**src/rtl/uart_tx_buffered.sv**
```systemverilog
// rtl/uart_tx_buffered.sv - 8N1 UART transmitter with a one-byte holding register
//
// Serialises bytes as start, D0..D7 (LSB first), [parity], stop on tx. A holding
// register behind the shifter lets the next byte start right after the current
// stop bit, with no idle gap between frames.
//
// Optional feature: define UART_TX_PARITY_EN to insert an even-parity bit
// between D7 and stop (11-bit frames). Undefined builds have no parity logic.
//
// Parameters:
//   CLK_FREQ   system clock frequency, Hz
//   BAUD_RATE  line rate, bit/s; CLK_FREQ/BAUD_RATE must be 2..65535
// Ports:
//   clk         system clock, rising edge
//   rst_n       asynchronous reset, active low
//   data_in     byte to send, taken when data_valid & data_ready at a clk edge
//   data_valid  data_in valid; held by the source until accepted
//   data_ready  holding register can take a byte
//   tx          serial line, idle high
//   busy        frame on the line or byte waiting in the holding register
//   tx_done     one-cycle pulse in the last clock of each stop bit

module uart_tx_buffered #(
  parameter int CLK_FREQ  = 125000000,
  parameter int BAUD_RATE = 115200
) (
  input  logic       clk,
  input  logic       rst_n,
  input  logic [7:0] data_in,
  input  logic       data_valid,
  output logic       data_ready,
  output logic       tx,
  output logic       busy,
  output logic       tx_done
);

  localparam int          BIT_TIME = CLK_FREQ / BAUD_RATE;
  localparam logic [15:0] BIT_LAST = 16'(BIT_TIME - 1);

  typedef enum logic [2:0] {
    S_IDLE,
    S_START,
    S_DATA,
`ifdef UART_TX_PARITY_EN
    S_PARITY,
`endif
    S_STOP
  } state_t;

  state_t      state_q, state_d;
  logic [15:0] cnt_q, cnt_d;
  logic [2:0]  idx_q, idx_d;
  logic [7:0]  shift_q, shift_d;
  logic [7:0]  hold_q, hold_d;
  logic        full_q, full_d;
`ifdef UART_TX_PARITY_EN
  logic        par_q, par_d;
`endif

  logic take;
  logic bit_end;
  logic direct;

  assign take    = data_valid & ~full_q;
  assign bit_end = (cnt_q == BIT_LAST);

  always_ff @(posedge clk or negedge rst_n) begin
    if (!rst_n) begin
      state_q <= S_IDLE;
      cnt_q   <= '0;
      idx_q   <= '0;
      shift_q <= '0;
      hold_q  <= '0;
      full_q  <= 1'b0;
`ifdef UART_TX_PARITY_EN
      par_q   <= 1'b0;
`endif
    end else begin
      state_q <= state_d;
      cnt_q   <= cnt_d;
      idx_q   <= idx_d;
      shift_q <= shift_d;
      hold_q  <= hold_d;
      full_q  <= full_d;
`ifdef UART_TX_PARITY_EN
      par_q   <= par_d;
`endif
    end
  end

  always_comb begin
    state_d = state_q;
    cnt_d   = cnt_q;
    idx_d   = idx_q;
    shift_d = shift_q;
    hold_d  = hold_q;
    full_d  = full_q;
    direct  = 1'b0;
`ifdef UART_TX_PARITY_EN
    par_d   = par_q;
`endif

    // Counter idles at 0 so a byte accepted in IDLE gets a full start bit.
    if (state_q != S_IDLE) begin
      cnt_d = bit_end ? 16'd0 : cnt_q + 16'd1;
    end

    case (state_q)
      S_IDLE: begin
        if (take) begin
          direct  = 1'b1;
          shift_d = data_in;
          state_d = S_START;
`ifdef UART_TX_PARITY_EN
          par_d   = ^data_in;
`endif
        end
      end
      S_START: begin
        if (bit_end) begin
          state_d = S_DATA;
          idx_d   = 3'd0;
        end
      end
      S_DATA: begin
        if (bit_end) begin
          shift_d = shift_q >> 1;
          idx_d   = idx_q + 3'd1;
          if (idx_q == 3'd7) begin
`ifdef UART_TX_PARITY_EN
            state_d = S_PARITY;
`else
            state_d = S_STOP;
`endif
          end
        end
      end
`ifdef UART_TX_PARITY_EN
      S_PARITY: begin
        if (bit_end) state_d = S_STOP;
      end
`endif
      S_STOP: begin
        if (bit_end) begin
          if (full_q) begin
            shift_d = hold_q;
            full_d  = 1'b0;
            state_d = S_START;
`ifdef UART_TX_PARITY_EN
            par_d   = ^hold_q;
`endif
          end else if (take) begin
            // A byte offered in the very last stop clock bypasses the holding
            // register so it is neither stranded nor delayed.
            direct  = 1'b1;
            shift_d = data_in;
            state_d = S_START;
`ifdef UART_TX_PARITY_EN
            par_d   = ^data_in;
`endif
          end else begin
            state_d = S_IDLE;
          end
        end
      end
      default: state_d = S_IDLE;
    endcase

    if (take && !direct) begin
      hold_d = data_in;
      full_d = 1'b1;
    end
  end

  always_comb begin
    tx      = 1'b1;
    tx_done = 1'b0;
    case (state_q)
      S_START: tx = 1'b0;
      S_DATA:  tx = shift_q[0];
`ifdef UART_TX_PARITY_EN
      S_PARITY: tx = par_q;
`endif
      S_STOP:  tx_done = bit_end;
      default: tx = 1'b1;
    endcase
  end

  assign busy       = (state_q != S_IDLE) | full_q;
  assign data_ready = ~full_q;

endmodule

```
**config.mk**
```make
export PLATFORM = sky130hd
export DESIGN_NAME = uart_tx_buffered
export DESIGN_NICKNAME = d
export VERILOG_FILES = /design/src/rtl/uart_tx_buffered.sv
export SDC_FILE = /design/constraint.sdc
export NUM_CORES = 1
export LEC_CHECK = 0
export CORE_MARGIN = 3
export CORE_UTILIZATION = 45
export CTS_BUF_LIST = sky130_fd_sc_hd__clkbuf_4 sky130_fd_sc_hd__clkbuf_8
export DETAILED_ROUTE_END_ITERATION = 8
export GPL_TIMING_DRIVEN = 0
export PLACE_DENSITY = 0.64
export SYNTH_ARGS = -nofsm -noshare
export SYNTH_HDL_FRONTEND = slang
export SYNTH_SLANG_ARGS = --single-unit
```
**constraint.sdc**
```tcl
create_clock -name clk -period 2.3 [get_ports clk]
set_clock_uncertainty 0.05 [all_clocks]
set_input_delay 0.23 -clock clk [delete_from_list [all_inputs] [get_ports clk]]
set_output_delay 0.23 -clock clk [all_outputs]
set_load 0.02 [all_outputs]
```
* After elaboration in Yosys (flattened, before gate mapping)
Cells that the tools add are included.
** Word-level totals
- Register bits :: 39
** Operators by class
- Reduce and logical (&&, ||, !) cells :: 12
- Mux-type cells :: 26
- Add/sub/neg operators :: 2
- Equal/unequal tests :: 10
- Bitwise logic cells :: 3
** Operators by type and width (count)
- $mux 8 :: 4
- $pmux 8 s3 :: 1
- $mux 3 :: 7
- $add 16x1->16 const B :: 1
- $eq 16x11->1 const B :: 1
- $mux 16 :: 1
- $pmux 3 s4 :: 1
- $ne 2x2->1 const B :: 5
- $mux 1 :: 9
- $eq 3x2->1 const B :: 2
- $pmux 3 s2 :: 1
- $reduce_and 3->1 :: 2
- $reduce_bool 2->1 :: 3
- $reduce_bool 3->1 :: 2
- $reduce_and 5->1 :: 1
- $pmux 1 s2 :: 2
- $add 3x1->3 const B :: 1
- $eq 3x1->1 const B :: 1
- $eq 3x3->1 const B :: 1
- $logic_not 3->1 :: 1
- $reduce_and 2->1 :: 1
- $and 1x1->1 :: 1
- $logic_and 1x1->1 :: 1
- $logic_not 1->1 :: 1
- other kinds (2) :: 2

* Longest topological paths before layout
Gate-level depths: netlist of the first run.
- Word-level depth :: 10
- Gate-level depth with buffers :: 7
- Depth with buffers taken out :: 6

* Least setup slack after synthesis of the first run
OpenSTA, ideal clock, no wires.
- Kind :: flip-flop to flip-flop
- From :: reg cnt_q[8]
- To :: reg state_q[1]
- Stages on the path, launching flop included :: 5
- Period minus slack after synthesis :: 2.354 ns
- Data arrival time :: 2.177 ns
- Required time :: 2.123 ns
- Setup slack :: -0.054 ns
- Path buffers :: 0
- Path through :: dfrtp_1 -> or4_4 -> or4_4 -> a222oi_1 -> mux2_1
** On the way
- Longest elaborated chain between the ends :: 3
- Elaborated cells between the ends (all ways) :: 5
- Those cells by class :: eq/ne (4); reduce/logical (1)
** Ends and longest elaborated chain
- start, declared :: RTL line 51 : logic [15:0] cnt_q, cnt_d;
- start signal, assigned :: RTL line 80 : cnt_q <= cnt_d;
- $eq 16x11->1 * :: RTL line 65 : assign bit_end = (cnt_q == BIT_LAST);
- $ne 2x2->1 (no source line)
- $reduce_and 5->1 (no source line) *
- end signal, assigned :: RTL line 79 : state_q <= state_d;
- end, declared :: RTL line 50 : state_t state_q, state_d;
Every way passes the cells marked *; elsewhere a longest branch is shown, timed or not.
A chain may end at the register's enable or synchronous reset.

* Final worst setup path of the first run
- From :: reg cnt_q[9]
- To :: reg state_q[1]
The elaborated chain is that of the path after synthesis.

==> results.tsv, run 1 <==
metric	value	unit
worst-path fanout max	3	
CP startpoint	cnt_q[9]$_DFFE_PN0P_	
total die area	0.00571	mm2
Tot GR Track Use	0.214	
yosys warns	0	
maximum vdd drop	0.000698	V
first-pass detailed-route iteration total	6	
largest net degree at the start of global routing	39	
final setup fails	3	
clk buf depth	2	
fill count	408	
Placement Rows	24	
worst r2r path cells	4	
WS Path Type	flip-flop to flip-flop	
CP dominant cell by count	or4_4	
Clock Latency Late Sink	290	ps
cell taking the most area after synthesis	dfrtp_1	
Core ar.	0.00450	mm2
reg2reg start	cnt_q[9]$_DFFE_PN0P_	
Synth area leaders	dfrtp_1 44%, nand2_1 6.0%, ha_1 4.6%	
num ports	15	
WP depth	4	
DP Cell Count	297	
fin crit period	2440	ps
RSZ-0062 raised after global routing	yes	
syn_area_per_cell	9.42	um2
worst path required time	2420	ps
layout cells sized above 1	0.124	
Least-Margin Pin Slew	877	ps
Worst EP arrival	2560	ps
syn nets	250	
PwrDens	1140	mW/mm2
EDFF count, synth	0	
chip height	75.5	um
Hold Slack	-2.08	ps
sequential area share after synthesis	0.437	
Netlist Area Pre-Place	0.00218	mm2
Non-Filler Instances	311	
main flop type after synthesis	dfrtp_1	
clock sink count	38	
met2 routed WL	2240	um
CTS tree	yes	
CP startpoint kind	flip-flop	
R2R Setup Slk	-140	ps
grt total ovfl	0	
max-slew violations	0	
Hold Buf Count CTS	0	
CTS Buf Count	5	
setup ws final	-140	ps
Hold WC Path Type	input port to async pin	
Setup WS pre-CTS	-852	ps
Hold Vio Cnt, Final	3	
delay-heaviest family, CP	simple AND/OR/NAND/NOR gates	
GPL Wtd Cong	0.809	
WL final	5420	um
critical path, cell by cell	or4_4 > or4_4 > a222oi_1 > mux2_1	
met3 WL	350	um
flops & latches, synth	38	
Gate Count Post-Synth	231	
met1 WL	2760	um
area grow syn2layout	20.2	%
initial antenna violation count	0	
Worst path slowest cell	or4_4	
via/cell ratio	6.16	
vias in the first global route	1764	
CP Capture Type	flip-flop	
fin nets	277	
clock slew at reported path FFs	80	ps
CP max stage delay	560	ps
number of DRC markers in iteration 0	268	
ant diodes	0	
DR vias	1917	
wire length per cell	17.4	um
DRC	0	
clk root buf	clkbuf_8	
initial cell density of the core	0.483	
Fmax achieved	0.410	GHz
failing checks	hold timing, setup timing	
Rel. slew slack	0.415	
Max Used Layer	met4	
Synth top area share	0.437	
period utilisation layout	1.06	
status	finished, violations left	
number of port buffers	14	
post-DP HPWL	3620	um
Pleak	1.13	nW
htree depth	2	
r2r endpoint	state_q[1]$_DFFE_PN0P_	
crit path to	state_q[1]$_DFFE_PN0P_	
Buf/Inv on CP	0	
fin util	0.581	
remaining antenna violation count	0	
Distinct cells, synth	42	
first-pass GRT wire length	9200	um
Max-Cap Viols	0	
die width	75.5	um
Post-synth ARST share	1.00	
## worst min path at each step
stage,cells past startpoint,to
after detailed placement,1,cnt_q[8]$_DFFE_PN0P_
final,1,cnt_q[8]$_DFFE_PN0P_
after global placement,1,cnt_q[15]$_DFFE_PN0P_
after CTS,1,cnt_q[9]$_DFFE_PN0P_
after global routing,1,cnt_q[8]$_DFFE_PN0P_
after floorplan,0,cnt_q[0]$_DFFE_PN0P_
## worst register-to-register path, cell delays in order, from the launching register on
cell	delay, ps
dfrtp_1	410
or4_4	560
or4_4	540
a222oi_1	390
mux2_1	360
## flip-flops by register name (all words and copies together) (netlist names)
name     count
full_q       1
idx_q        3
cnt_q       16
hold_q       8
state_q      2
shift_q      8
## per-stage QoR
stage	power (mW)	hold WS, ps	instance area (um2)	setup TNS (ps)
2_1_floorplan	1.95	-116	2180	-54.5
3_3_place_gp	2.30	405	2380	-6610
3_5_place_dp	2.32	349	2380	-6490
4_1_cts	2.92	31.8	2550	-180
5_1_grt	3.25	57.8	2620	-1580
6_report	2.98	-2.08	2620	-188
## cell type report
| class | count | area (um2) | area share |
|---|---|---|---|
| multi-input cells | 171 | 1210 | 0.461 |
| flip-flops and latches | 38 | 951 | 0.363 |
| repair buffers | 21 | 186 | 0.0713 |
| clock buffers | 8 | 110 | 0.0421 |
| well taps | 52 | 65.1 | 0.0249 |
| plain buffers | 11 | 60.1 | 0.0230 |
| inverters | 10 | 37.5 | 0.0143 |
## Yosys cell counts (2+ instances only)
cell type,n
a211oi_1,8
a32o_1,2
nand4_1,3
o2bb2ai_1,8
a21o_1,3
o311ai_0,8
nor2b_1,2
or4_4,2
clkbuf_1,12
and3_1,10
nand3_1,5
nand2_1,35
dfrtp_1,38
xnor2_1,5
nor4_1,2
a222oi_1,8
nor2_1,17
inv_1,10
o21ai_0,7
a31oi_1,2
xor2_1,3
a21oi_1,4
ha_1,8
nor3_1,4
nand3b_1,8
## layer usage
metal / global-route usage / up-vias
li1: - / 916
met1: 0.345 / 930
met2: 0.285 / 63
met3: 0.0356 / 8
met4: 0.0718 / 0
met5: 0 / -
## placed cells by master (no fill, tap or decap), types with 4 or more instances in the layout
| cell | netlist | routed |
|---|---|---|
| a211oi_1 | 8 | 8 |
| a21oi_1 | 4 | 4 |
| a222oi_1 | 8 | 8 |
| and3_1 | 10 | 10 |
| buf_4 | 0 | 7 |
| clkbuf_1 | 12 | 7 |
| clkbuf_8 | 0 | 9 |
| clkdlybuf4s50_1 | 0 | 10 |
| dfrtp_1 | 38 | 38 |
| ha_1 | 8 | 7 |
| inv_1 | 10 | 10 |
| nand2_1 | 35 | 35 |
| nand3_1 | 5 | 5 |
| nand3b_1 | 8 | 8 |
| nor2_1 | 17 | 17 |
| nor3_1 | 4 | 4 |
| o21ai_0 | 7 | 7 |
| o2bb2ai_1 | 8 | 8 |
| o311ai_0 | 8 | 7 |
| xnor2_1 | 5 | 5 |
## report_power, final
part | switching, mW | internal [mW] | leakage, nW
Combinational | 0.860 | 0.587 | 0.633
Clock | 0.240 | 0.303 | 0.0575
Sequential | 0.152 | 0.840 | 0.442
## kinds of logic (layout without fill, tap and decap cells)
logic type               Yosys count  count (layout)  synth area share
buffers and inverters             22              50            0.0380
multiplexers                       3               3            0.0150
AO/OA/AOI/OAI                     56              56             0.202
AND/OR/NAND/NOR                   96              96             0.230
adder cells (fa/ha/maj)            8               8            0.0460
flip-flops                        38              38             0.437
XOR/XNOR                           8               8            0.0322
## repair_timing
item	CTS	global route
endpoints found under the setup margin	26	15
resized for setup	20	6
pin swaps	4	5
setup buffers	4	3
endpoints found under the hold margin	0	0
Note: power is estimated with default switching activity, not from simulation.
==> run 2, diff against run 1 <==
DONT_BUFFER_PORTS = 1   (was unset)
PLACE_DENSITY = 0.6   (was 0.64)
==> results.tsv, run 2 (synthesized netlist as in run 1, its figures left out) <==
metric	value	unit	change
worst-path fanout max	3		unchanged
failing checks	setup timing		
critical path, cell by cell	or4_4 > or4_4 > a222oi_1 > mux2_1		
vias in the first global route	1683		-4.6%
Hold WC Path Type	input port to flip-flop		
area grow syn2layout	15.2	%	
clock share of power	0.188		+0.006
worst path required time	2420	ps	about the same
biggest regs	cnt_q x16, hold_q x8, shift_q x8		
final setup fails	2		-1
Fmax achieved	0.402	GHz	-2.0%
total die area	0.00571	mm2	unchanged
fin crit period	2490	ps	+48.7 ps
part of the power in combinational logic	0.471		-0.014
first-pass detailed-route iteration total	5		-1
Worst path slowest cell	or4_4		
DR vias	1856		-3.2%
CP max stage delay	570	ps	about the same
chip height	75.5	um	unchanged
ant diodes	0		unchanged
switching pwr	1.22	mW	-2.5%
CTS Buf Count	5		unchanged
clk buf depth	2		unchanged
Core ar.	0.00450	mm2	unchanged
WS Path Type	flip-flop to flip-flop		
max-slew violations	0		unchanged
commonest non-fill, non-tap cells in the layout	38 x dfrtp_1, 35 x nand2_1, 17 x nor2_1		
number of port buffers	0		-14
DRC	0		unchanged
initial cell density of the core	0.483		unchanged
CP Capture Type	flip-flop		
Non-Filler Instances	302		-2.9%
grt total ovfl	0		unchanged
largest register by flop count	cnt_q		
commonest non-fill, non-tap cell in the layout	dfrtp_1		
initial antenna violation count	0		unchanged
part of the power in registers	0.342		+0.009
wire length per cell	17.9	um	+2.6%
placed inst area	0.00224	mm2	-5.7%
layout cells sized above 1	0.120		-0.00355
num ports	15		unchanged
Least-Margin Pin Slew	619	ps	-258 ps
DP Cell Count	283		-4.7%
fin util	0.556		-0.0244
PwrDens	1160	mW/mm2	+1.4%
Tot GR Track Use	0.205		-0.00970
Clock Latency Late Sink	300	ps	about the same
Largest register FFs	16		unchanged
Placement Rows	24		unchanged
fin nets	268		-3.2%
period utilisation layout	1.08		+0.0212
R2R Setup Slk	-190	ps	-50 ps
maximum vdd drop	0.000733	V	+5.0%
setup ws final	-188	ps	-48.7 ps
first-pass GRT wire length	8690	um	-5.5%
Max-Cap Viols	0		unchanged
Setup WS pre-CTS	-473	ps	+379 ps
largest net degree at the start of global routing	39		unchanged
Rel. slew slack	0.584		+0.169
post-DP HPWL	3650	um	+0.92%
Pleak	1.10	nW	-2.5%
Worst EP arrival	2610	ps	+50 ps
sw frac	0.422		+0.00175
RSZ-0062 raised after global routing	yes		
Hold Vio Cnt, Final	0		-3
CP startpoint kind	flip-flop		
remaining antenna violation count	0		unchanged
via/cell ratio	6.15		-0.30%
die width	75.5	um	unchanged
clock sink count	38		unchanged
finished layout cell area	0.00251	mm2	-4.2%
htree depth	2		unchanged
number of DRC markers in iteration 0	192		-28%
clk root buf	clkbuf_8		
WL final	5400	um	-0.35%
clock slew at reported path FFs	80	ps	about the same
CP dominant cell by count	or4_4		
internal power	1.68	mW	-3.2%
GPL Wtd Cong	0.753		-6.9%
CTS tree	yes		
status	finished, violations left		
run 2: cell types whose count changed in the layout (fill, tap and decap cells not counted), sizes merged:
cell           before  now
clkbuf             19   20
buf                 9   10
clkdlybuf4s50      10    0
dlygate4sd2         2    0
dlygate4sd3         0    1
run 2: power by group through the flow:
| stage | logic (mW) | registers [mW] | clock network (mW) |
|---|---|---|---|
| 2_1_floorplan | 0.985 | 0.963 | 0 |
| 3_3_place_gp | 1.24 | 1.00 | 0 |
| 3_5_place_dp | 1.24 | 0.998 | 0 |
| 4_1_cts | 1.31 | 0.986 | 0.553 |
| 5_1_grt | 1.53 | 1.02 | 0.586 |
| 6_report | 1.36 | 0.989 | 0.544 |
run 2: path summary, 6_finish.rpt:
kind                       cells past startpoint                      to                   from
max                                            4  state_q[1]$_DFFE_PN0P_   cnt_q[9]$_DFFE_PN0P_
min                                            2   hold_q[7]$_DFFE_PN0P_             data_in[7]
max reg2reg                                    4  state_q[1]$_DFFE_PN0P_   cnt_q[9]$_DFFE_PN0P_
min reg2reg                                    1   cnt_q[15]$_DFFE_PN0P_  cnt_q[15]$_DFFE_PN0P_
max in group asynchronous                      2   hold_q[3]$_DFFE_PN0P_                  rst_n
min in group asynchronous                      2    cnt_q[7]$_DFFE_PN0P_                  rst_n
run 2: per-layer routing:
layer	routed length [um]	up-vias	global-route usage	share of wire
li1	-	899	-	-
met1	2820	902	0.334	0.52
met2	2250	50	0.269	0.42
met3	270	5	0.0317	0.050
met4	63	0	0.0660	0.012
met5	0	-	0	0
run 2: worst max-delay path: cells and delay by family (launching register included):
| kind | cells | cell delay [ps] |
|---|---|---|
| AOI/OAI and AO/OA | 1 | 410 |
| muxes | 1 | 370 |
| DFF | 1 | 410 |
| and+or+nand+nor | 2 | 1130 |
run 2: layout make-up:
type | count | area (um2)
Tap cell | 52 | 65.1
Buffer | 12 | 61.3
Clock buffer | 8 | 110
Fill cell | 412 | 2000
Sequential cell | 38 | 951
Timing Repair Buffer | 11 | 101
Inverter | 10 | 37.5
Multi-Input combinational cell | 171 | 1180
run 2: through the flow:
step | setup TNS, ps | hold WS (ps) | power, mW
6_report | -313 | 63.7 | 2.90
5_1_grt | -695 | 69.7 | 3.14
4_1_cts | -289 | 64.4 | 2.84
3_5_place_dp | -7230 | -114 | 2.24
3_3_place_gp | -7760 | -114 | 2.24
2_1_floorplan | -54.5 | -116 | 1.95
run 2: repair_timing:
item                                   in CTS  in global routing
pin swaps                                   4                  2
endpoints found under the hold margin      38                  0
hold buffers                                2                  0
resized for setup                           9                  8
setup endpoints to repair                  24                 24
setup buffers                               4                  5
==> run 3, diff against run 2 <==
PLACE_DENSITY = 0.58   (was 0.6)
clock period = 2.4 ns   (was 2.3 ns; I/O delays follow)
==> results.tsv, run 3 (synthesized netlist as in run 1, its figures left out) <==
metric	value	unit	change
total die area	0.00571	mm2	unchanged
failing checks	setup timing		
clock slew at reported path FFs	70	ps	about the same
worst-path fanout max	3		unchanged
placed inst area	0.00224	mm2	unchanged
htree depth	2		unchanged
vias in the first global route	1880		+12%
worst r2r path cells	5		+1
biggest regs	cnt_q x16, hold_q x8, shift_q x8		
via/cell ratio	6.27		+2.0%
final setup fails	1		-1
setup ws final	-90.1	ps	+98.2 ps
CP startpoint kind	flip-flop		
RSZ-0062 raised after global routing	yes		
max-slew violations	0		unchanged
Core ar.	0.00450	mm2	unchanged
number of port buffers	0		unchanged
DRC	0		unchanged
hold path depth	2		unchanged
CP max stage delay	580	ps	about the same
finished layout cell area	0.00249	mm2	-0.50%
CTS Buf Count	5		unchanged
Fin Setup TNS	-90.1	ps	+223 ps
largest net degree at the start of global routing	39		unchanged
first-pass detailed-route iteration total	4		-1
Least-Margin Pin Slew	629	ps	+10.3 ps
fill count	422		+2.4%
number of DRC markers in iteration 0	122		-36%
grt total ovfl	0		unchanged
initial cell density of the core	0.483		unchanged
Worst path slowest cell	or4_4		
ant diodes	0		unchanged
fin nets	269		+0.37%
Max-Cap Viols	0		unchanged
DR vias	1899		+2.3%
Hold WC Path Type	input port to flip-flop		
critical path, cell by cell	or4_4 > or4_4 > a222oi_1 > buf_4 > mux2_4		
Pleak	1.10	nW	-0.69%
initial antenna violation count	0		unchanged
commonest non-fill, non-tap cell in the layout	dfrtp_1		
period utilisation layout	1.04		-0.0443
remaining antenna violation count	0		unchanged
Hold Slack	87.9	ps	+24.2 ps
layout cells sized above 1	0.124		+0.00351
area grow syn2layout	14.6	%	
clock sink count	38		unchanged
Largest register FFs	16		unchanged
post-DP HPWL	3710	um	+1.6%
PwrDens	1120	mW/mm2	-3.2%
CP Capture Type	flip-flop		
maximum vdd drop	0.000736	V	+0.46%
clk root buf	clkbuf_8		
fin util	0.554		-0.00278
CTS tree	yes		
num ports	15		unchanged
Rel. slew slack	0.581		-0.00303
die width	75.5	um	unchanged
Worst EP arrival	2610	ps	about the same
first-pass GRT wire length	8850	um	+1.7%
largest register by flop count	cnt_q		
Hold Vio Cnt, Final	0		unchanged
chip height	75.5	um	unchanged
status	finished, violations left		
worst path required time	2520	ps	+100 ps
commonest non-fill, non-tap cells in the layout	38 x dfrtp_1, 35 x nand2_1, 17 x nor2_1		
CP dominant cell by count	or4_4		
Tot GR Track Use	0.206		+0.000939
GPL Wtd Cong	0.819		+8.8%
Clock Latency Late Sink	290	ps	about the same
wire length per cell	17.7	um	-1.1%
fin crit period	2490	ps	+1.81 ps
WS Path Type	flip-flop to flip-flop		
Placement Rows	24		unchanged
WL final	5360	um	-0.78%
clk buf depth	2		unchanged
Fmax achieved	0.402	GHz	about the same
Setup WS pre-CTS	-325	ps	+147 ps
run 3: changes by cell type in the layout (fill, tap and decap cells not counted), sizes merged:
cell and delta:
buf +1, clkbuf -1, clkinv +1
run 3: worst max-delay path: cells and delay by family, from the launching register on:
family,cells,cell delay [ps]
and+or+nand+nor,2,1160
AOI/OAI and AO/OA,1,300
muxes,1,290
buffers and inverters,1,180
DFF,1,410
run 3: area by class of cell:
cell class / count / area [um2] / share of cell area
multi-input combinational: 171 / 1190 / 0.477
buffer: 12 / 50.0 / 0.0201
tap: 52 / 65.1 / 0.0261
timing repair buffer: 12 / 105 / 0.0421
sequential: 38 / 951 / 0.381
clock inverter: 1 / 5.00 / 0.00201
inverter: 10 / 37.5 / 0.0151
clock buffer: 7 / 90.1 / 0.0361
run 3: routing by layer:
layer	GRT usage	part of all wire
met2	0.311	0.48
met3	0.0594	0.060
met1	0.279	0.45
met5	0	0
met4	0.0796	0.012
run 3: timing repair:
action / 4_1_cts / 5_1_grt
resized for setup: 9 / 2
setup endpoints to repair: 22 / 18
hold buffers: 2 / 0
hold endpoints to repair: 38 / 0
pin swaps: 3 / 3
setup buffers: 3 / 7
run 3: worst paths after layout:
check	startpoint	end	slack [ps]
max	cnt_q[8]$_DFFE_PN0P_	state_q[1]$_DFFE_PN0P_	-90
max in group asynchronous	rst_n	hold_q[0]$_DFFE_PN0P_	1740
min reg2reg	cnt_q[15]$_DFFE_PN0P_	cnt_q[15]$_DFFE_PN0P_	430
min in group asynchronous	rst_n	cnt_q[12]$_DFFE_PN0P_	360
max reg2reg	cnt_q[8]$_DFFE_PN0P_	state_q[1]$_DFFE_PN0P_	-90
min	data_in[7]	hold_q[7]$_DFFE_PN0P_	90
run 3: report_power, final:
| group | switching (mW) | leakage (nW) | total [mW] | internal [mW] |
|---|---|---|---|---|
| sequential | 0.144 | 0.442 | 0.950 | 0.806 |
| clock | 0.221 | 0.0517 | 0.464 | 0.243 |
| combinational | 0.810 | 0.602 | 1.38 | 0.566 |
| total | 1.18 | 1.10 | 2.79 | 1.61 |
run 3: stage by stage:
| step | cells | power [mW] |
|---|---|---|
| final | 303 | 2.79 |
| after global routing | 303 | 3.02 |
| after CTS | 296 | 2.72 |
| after detailed placement | 283 | 2.15 |
| after global placement | 283 | 2.12 |
| after floorplan | 231 | 1.87 |
